===== src/rtl/convert_rgb2ycbcr.sv =====
// RGB888 to BT.601 limited-range 10-bit YCbCr converter: six-stage fixed-latency
// pipeline with optional 4:2:2 pair-averaged chroma.
module convert_rgb2ycbcr #(
    parameter bit CHROMA_422 = 1'b0
) (
    input  logic       i_clk,
    input  logic       i_rst,
    input  logic [7:0] i_data_r,
    input  logic [7:0] i_data_g,
    input  logic [7:0] i_data_b,
    input  logic       i_de,
    input  logic       i_sync_h,
    input  logic       i_sync_v,
    output logic [9:0] o_data_y,
    output logic [9:0] o_data_cb,
    output logic [9:0] o_data_cr,
    output logic       o_de,
    output logic       o_sync_h,
    output logic       o_sync_v
);

    typedef enum logic {
        PH_EVEN = 1'b0,
        PH_ODD  = 1'b1
    } phase_t;

    localparam logic signed [21:0] K_RND = 22'sd512;
    localparam logic signed [21:0] K_Y_OFS = 22'sd64;
    localparam logic signed [21:0] K_C_OFS = 22'sd512;

    // Clamp a signed intermediate into the 10-bit output code range.
    function automatic logic [9:0] f_sat10(input logic signed [21:0] v);
        logic [9:0] res;
        if (v < 22'sd0) begin
            res = 10'd0;
        end else if (v > 22'sd1023) begin
            res = 10'd1023;
        end else begin
            res = v[9:0];
        end
        return res;
    endfunction

    function automatic logic [9:0] f_avg10(input logic [9:0] a, input logic [9:0] b);
        logic [10:0] s;
        s = {1'b0, a} + {1'b0, b} + 11'd1;
        return s[10:1];
    endfunction

    function automatic logic signed [21:0] f_mul(input logic [7:0] px, input logic signed [21:0] coef);
        return $signed({14'd0, px}) * coef;
    endfunction

    logic [7:0]         r_r1, r_g1, r_b1;
    logic signed [21:0] r_prod [9];
    logic signed [21:0] r_sum_y, r_sum_cb, r_sum_cr;
    logic signed [21:0] r_y4, r_cb4, r_cr4;
    logic [9:0]         r_y5, r_cb5, r_cr5;
    logic [9:0]         r_y6, r_cb6, r_cr6;
    logic [5:0]         r_de_d, r_hs_d, r_vs_d;
    logic [4:0]         r_live;
    phase_t             r_ph;

    logic [9:0]         w_cb_sat4, w_cr_sat4;
    logic [9:0]         w_cb6, w_cr6;
    phase_t             w_ph_next;
    logic               w_pair;

    assign w_cb_sat4 = f_sat10(r_cb4);
    assign w_cr_sat4 = f_sat10(r_cr4);

    // Control delay lines, plus a fill marker so stale zeroed stages never reach the output.
    always_ff @(posedge i_clk or negedge i_rst) begin
        if (!i_rst) begin
            r_de_d <= 6'd0;
            r_hs_d <= 6'd0;
            r_vs_d <= 6'd0;
            r_live <= 5'd0;
        end else begin
            r_de_d <= {r_de_d[4:0], i_de};
            r_hs_d <= {r_hs_d[4:0], i_sync_h};
            r_vs_d <= {r_vs_d[4:0], i_sync_v};
            r_live <= {r_live[3:0], 1'b1};
        end
    end

    // Datapath stages S1 (input) through S5 (saturate).
    always_ff @(posedge i_clk or negedge i_rst) begin
        if (!i_rst) begin
            r_r1     <= 8'd0;
            r_g1     <= 8'd0;
            r_b1     <= 8'd0;
            for (int k = 0; k < 9; k++) begin
                r_prod[k] <= 22'sd0;
            end
            r_sum_y  <= 22'sd0;
            r_sum_cb <= 22'sd0;
            r_sum_cr <= 22'sd0;
            r_y4     <= 22'sd0;
            r_cb4    <= 22'sd0;
            r_cr4    <= 22'sd0;
            r_y5     <= 10'd0;
            r_cb5    <= 10'd0;
            r_cr5    <= 10'd0;
        end else begin
            r_r1      <= i_data_r;
            r_g1      <= i_data_g;
            r_b1      <= i_data_b;
            // Magnitudes only; coefficient signs are applied in the sum stage.
            r_prod[0] <= f_mul(r_r1, 22'sd1052);
            r_prod[1] <= f_mul(r_g1, 22'sd2065);
            r_prod[2] <= f_mul(r_b1, 22'sd401);
            r_prod[3] <= f_mul(r_r1, 22'sd607);
            r_prod[4] <= f_mul(r_g1, 22'sd1192);
            r_prod[5] <= f_mul(r_b1, 22'sd1799);
            r_prod[6] <= f_mul(r_r1, 22'sd1799);
            r_prod[7] <= f_mul(r_g1, 22'sd1506);
            r_prod[8] <= f_mul(r_b1, 22'sd293);
            r_sum_y   <= r_prod[0] + r_prod[1] + r_prod[2] + K_RND;
            r_sum_cb  <= r_prod[5] - r_prod[3] - r_prod[4] + K_RND;
            r_sum_cr  <= r_prod[6] - r_prod[7] - r_prod[8] + K_RND;
            r_y4      <= (r_sum_y >>> 10) + K_Y_OFS;
            r_cb4     <= (r_sum_cb >>> 10) + K_C_OFS;
            r_cr4     <= (r_sum_cr >>> 10) + K_C_OFS;
            r_y5      <= f_sat10(r_y4);
            r_cb5     <= w_cb_sat4;
            r_cr5     <= w_cr_sat4;
        end
    end

    // Chroma phase state register.
    always_ff @(posedge i_clk or negedge i_rst) begin
        if (!i_rst) begin
            r_ph <= PH_EVEN;
        end else begin
            r_ph <= w_ph_next;
        end
    end

    // Phase next-state and S6 chroma selection; an EVEN pixel peeks at its partner in S4.
    always_comb begin
        w_ph_next = PH_EVEN;
        w_pair    = 1'b0;
        w_cb6     = r_cb5;
        w_cr6     = r_cr5;
        if (r_hs_d[4]) begin
            w_ph_next = PH_EVEN;
        end else if (!r_de_d[4]) begin
            w_ph_next = PH_EVEN;
        end else begin
            case (r_ph)
                PH_EVEN: w_ph_next = PH_ODD;
                PH_ODD:  w_ph_next = PH_EVEN;
                default: w_ph_next = PH_EVEN;
            endcase
        end
        w_pair = (r_ph == PH_EVEN) && r_de_d[4] && !r_hs_d[4] && r_de_d[3];
        if (CHROMA_422) begin
            if (w_pair) begin
                w_cb6 = f_avg10(r_cb5, w_cb_sat4);
                w_cr6 = f_avg10(r_cr5, w_cr_sat4);
            end else if ((r_ph == PH_ODD) && r_de_d[4]) begin
                // The partner already loaded the pair average into S6; keep it.
                w_cb6 = r_cb6;
                w_cr6 = r_cr6;
            end else begin
                w_cb6 = r_cb5;
                w_cr6 = r_cr5;
            end
        end else begin
            w_cb6 = r_cb5;
            w_cr6 = r_cr5;
        end
    end

    // S6 output register.
    always_ff @(posedge i_clk or negedge i_rst) begin
        if (!i_rst) begin
            r_y6  <= 10'd0;
            r_cb6 <= 10'd0;
            r_cr6 <= 10'd0;
        end else if (r_live[4]) begin
            r_y6  <= r_y5;
            r_cb6 <= w_cb6;
            r_cr6 <= w_cr6;
        end else begin
            r_y6  <= 10'd0;
            r_cb6 <= 10'd0;
            r_cr6 <= 10'd0;
        end
    end

    assign o_data_y  = r_y6;
    assign o_data_cb = r_cb6;
    assign o_data_cr = r_cr6;
    assign o_de      = r_de_d[5];
    assign o_sync_h  = r_hs_d[5];
    assign o_sync_v  = r_vs_d[5];

endmodule


===== config.mk =====
export PLATFORM = sky130hd
export DESIGN_NAME = convert_rgb2ycbcr
export DESIGN_NICKNAME = d
export VERILOG_FILES = /design/src/rtl/convert_rgb2ycbcr.sv
export SDC_FILE = /design/constraint.sdc
export NUM_CORES = 1
export LEC_CHECK = 0
export ABC_AREA = 1
export CORE_ASPECT_RATIO = 2
export CORE_MARGIN = 1
export CORE_UTILIZATION = 35
export DETAILED_ROUTE_END_ITERATION = 10
export RECOVER_POWER = 50
export SETUP_SLACK_MARGIN = 0.2
export SKIP_CTS_REPAIR_TIMING = 1
export SYNTH_ARGS = -nofsm -noshare
export SYNTH_HDL_FRONTEND = slang
export SYNTH_SLANG_ARGS = --single-unit

===== constraint.sdc =====
create_clock -name i_clk -period 8.89 [get_ports i_clk]
set_clock_uncertainty 0.1 [all_clocks]
set_input_delay 1.778 -clock i_clk [delete_from_list [all_inputs] [get_ports i_clk]]
set_output_delay 1.778 -clock i_clk [all_outputs]
set_load 0.01 [all_outputs]

==> impl_metrics.yaml <==
outcome:
  status: "complete, but fails checks"
  failed_checks: "max-capacitance violations, max-slew violations"
critical_path:
  crit_path_max_incr_delay_ns: 2.58
  cp.required_ns: 8.61
  path_buf_inv: 2
  critPathSlowestCell: "clkbuf_1"
  crit_family: "buffers and inverters"
  critPathArrivalTime_ns: 5.05
  endpoint_kind: "asynchronous set/reset pin"
  path_max_fanout: 104
  crit_type: "input port to asynchronous set/reset pin"
  cp_cell_sequence: "buf_8, clkbuf_1"
  critPathLaunchType: "input port"
job:
  max_cap_violations: 1
floorplanning:
  die_h_um: 364
  dieArea_mm2: 0.0666
  rows: 132
  chipWidth_um: 183
  io_pins: 62
  core_mm2: 0.0647
  initial_core_util: 0.354
clock_network:
  cts_tree: "yes"
  h-tree-depth: 2
  clk_latency_ns: 0.55
  clk_path_buf_depth: 3
  cts.sink_count: 321
  cts_buffers: 34
  cts_root_buf: "clkbuf_16"
  clk_pin_slew_worst_paths_ns: 0.06
place:
  dp.cells: 3352
  dp_hpwl_mm: 47.0
  gp_congestion: 0.957
  dp_slack_ns: 4.46
  numPortBuffers: 61
yosys:
  synth_fp_nets: 2978
  synth_common_cells: "inv_1, ha_1, nand2_1"
  yosysMostFrequentCell: "inv_1"
  syn_area_mm2: 0.0229
  syn_inst: 2429
  synth_edf_count: 0
  synthArstFlopShare: 1.00
  synth_cell_type_count: 44
  synth_largest_area_cell: "dfrtp_1"
  ys.flop_type: "dfrtp_1"
  synthTopCellsByArea: "dfrtp_1, ha_1, fa_1"
  synth_top_area_frac: 0.351
  yosysSeqAreaShare: 0.351
  ys_warn_count: 0
  avgSynthCellArea_um2: 9.43
  ys_seq_elements: 321
grt:
  met1_usage: 0.161
  antenna_found_initial: 1
  grt_pass1_wl_mm: 89.9
  gr-usage-met2: 0.358
  busiest_layer: "met2"
  grt.total_usage: 0.175
  overflow: 0
  grt_use_met3: 0.0146
  grt_max_degree: 105
  grt_pass1_vias: 18011
finish:
  nets: 3066
  syn2layout_area_growth_pct: 12.3
  final_cells: 3415
  drive_above_1_share: 0.0322
  fillers: 6454
sta:
  layout_setup_ws_ns: 3.55
  hold_ws_ns: 0.246
  setup_violations: 0
  timing_hold_violations_final: 0
  max_freq_mhz: 187
  fin_crit_sh: 0.600
  slew_violations: 68
  worst_slew_pin_slew_ns: 3.61
  relSlewSlack: -1.41
  rsz0062_at_grt: "no"
  tns_ns: 0
  fin_crit_ns: 5.34
route:
  drtIter0Drc: 755
  wirelength_mm: 56.1
  vias_per_cell: 4.79
  wl_per_cell_um: 16.4
  vias: 16354
  ant_nets: 0
  dr.pass1.iters: 4
  remaining_drc_errors: 0
hold_path:
  hold_class: "flop to flop"
[final timing paths]
path,start,endpoint,slack (ns),cells past startpoint
setup / recovery,i_rst,r_prod[15],3.55,2
hold / removal,r_sum_cr[17],r_cr4[7],0.25,0
setup reg to reg,r_r1[5],r_prod[123],4.41,12
hold reg to reg,r_sum_cr[17],r_cr4[7],0.25,0
max in group i_clk,r_r1[5],r_prod[123],4.41,12
min in group asynchronous,i_rst,r_vs_d[5],1.16,1
[per-layer routing]
layer,vias to the layer above,share of wire
met4,0,0.065
li1,8016,-
met3,154,0.021
met2,304,0.57
met5,-,0
met1,7880,0.34
[through the flow]
| stage | utilization | cell area (um^2) |
|---|---|---|
| 6_report | 0.398 | 25700 |
| 2_1_floorplan | - | 22900 |
| 3_3_place_gp | 0.380 | 24600 |
| 3_5_place_dp | 0.380 | 24600 |
| 4_1_cts | 0.398 | 25700 |
| 5_1_grt | 0.398 | 25700 |
[cells by family (layout without fill, tap and decap cells)]
logic type	after synthesis	after routing	synth area share
AND/OR/NAND/NOR	672	672	0.121
adder cells (fa/ha/maj)	520	520	0.321
buffers and inverters	457	571	0.0752
AO/OA/AOI/OAI	327	327	0.0813
flip-flops	321	321	0.351
XOR/XNOR	131	131	0.0507
other	1	2	0.000164
[registers in the layout, indices dropped and copies added (netlist names)]
signal     cells
r_sum_cr      12
r_sum_cb      12
r_cr5         10
r_r1           8
o_data_cr     10
r_prod       139
r_y5          10
r_cb5         10
o_data_cb     10
r_live         5
r_sum_y       12
r_de_d         6
r_cb4         13
r_hs_d         6
r_g1           8
r_b1           8
r_y4          13
r_vs_d         6
o_data_y      10
r_cr4         13
[final cells by class]
type,count,area [um^2],share of cell area
Clock buffer,44,938,0.0365
Sequential cell,321,8030,0.312
Multi-Input combinational cell,1651,13200,0.511
Inverter,444,1670,0.0647
Antenna cell,1,2.50,0.0000972
Clock inverter,18,210,0.00817
Tap cell,871,1090,0.0423
Timing Repair Buffer,65,642,0.0249
[layout by cell type (no fill, tap or decap), types with 34 or more instances in the layout]
master and count:
inv_1 444, ha_1 408, nand2_1 386, dfrtp_1 321, a21oi_1 174, nor2_1 136, fa_1 112, xor2_1 100
nand3_1 86, o21ai_0 65, clkbuf_16 34
Power is not shown: default switching activity piles up to over one toggle a cycle in this logic, so the estimate is an artifact.
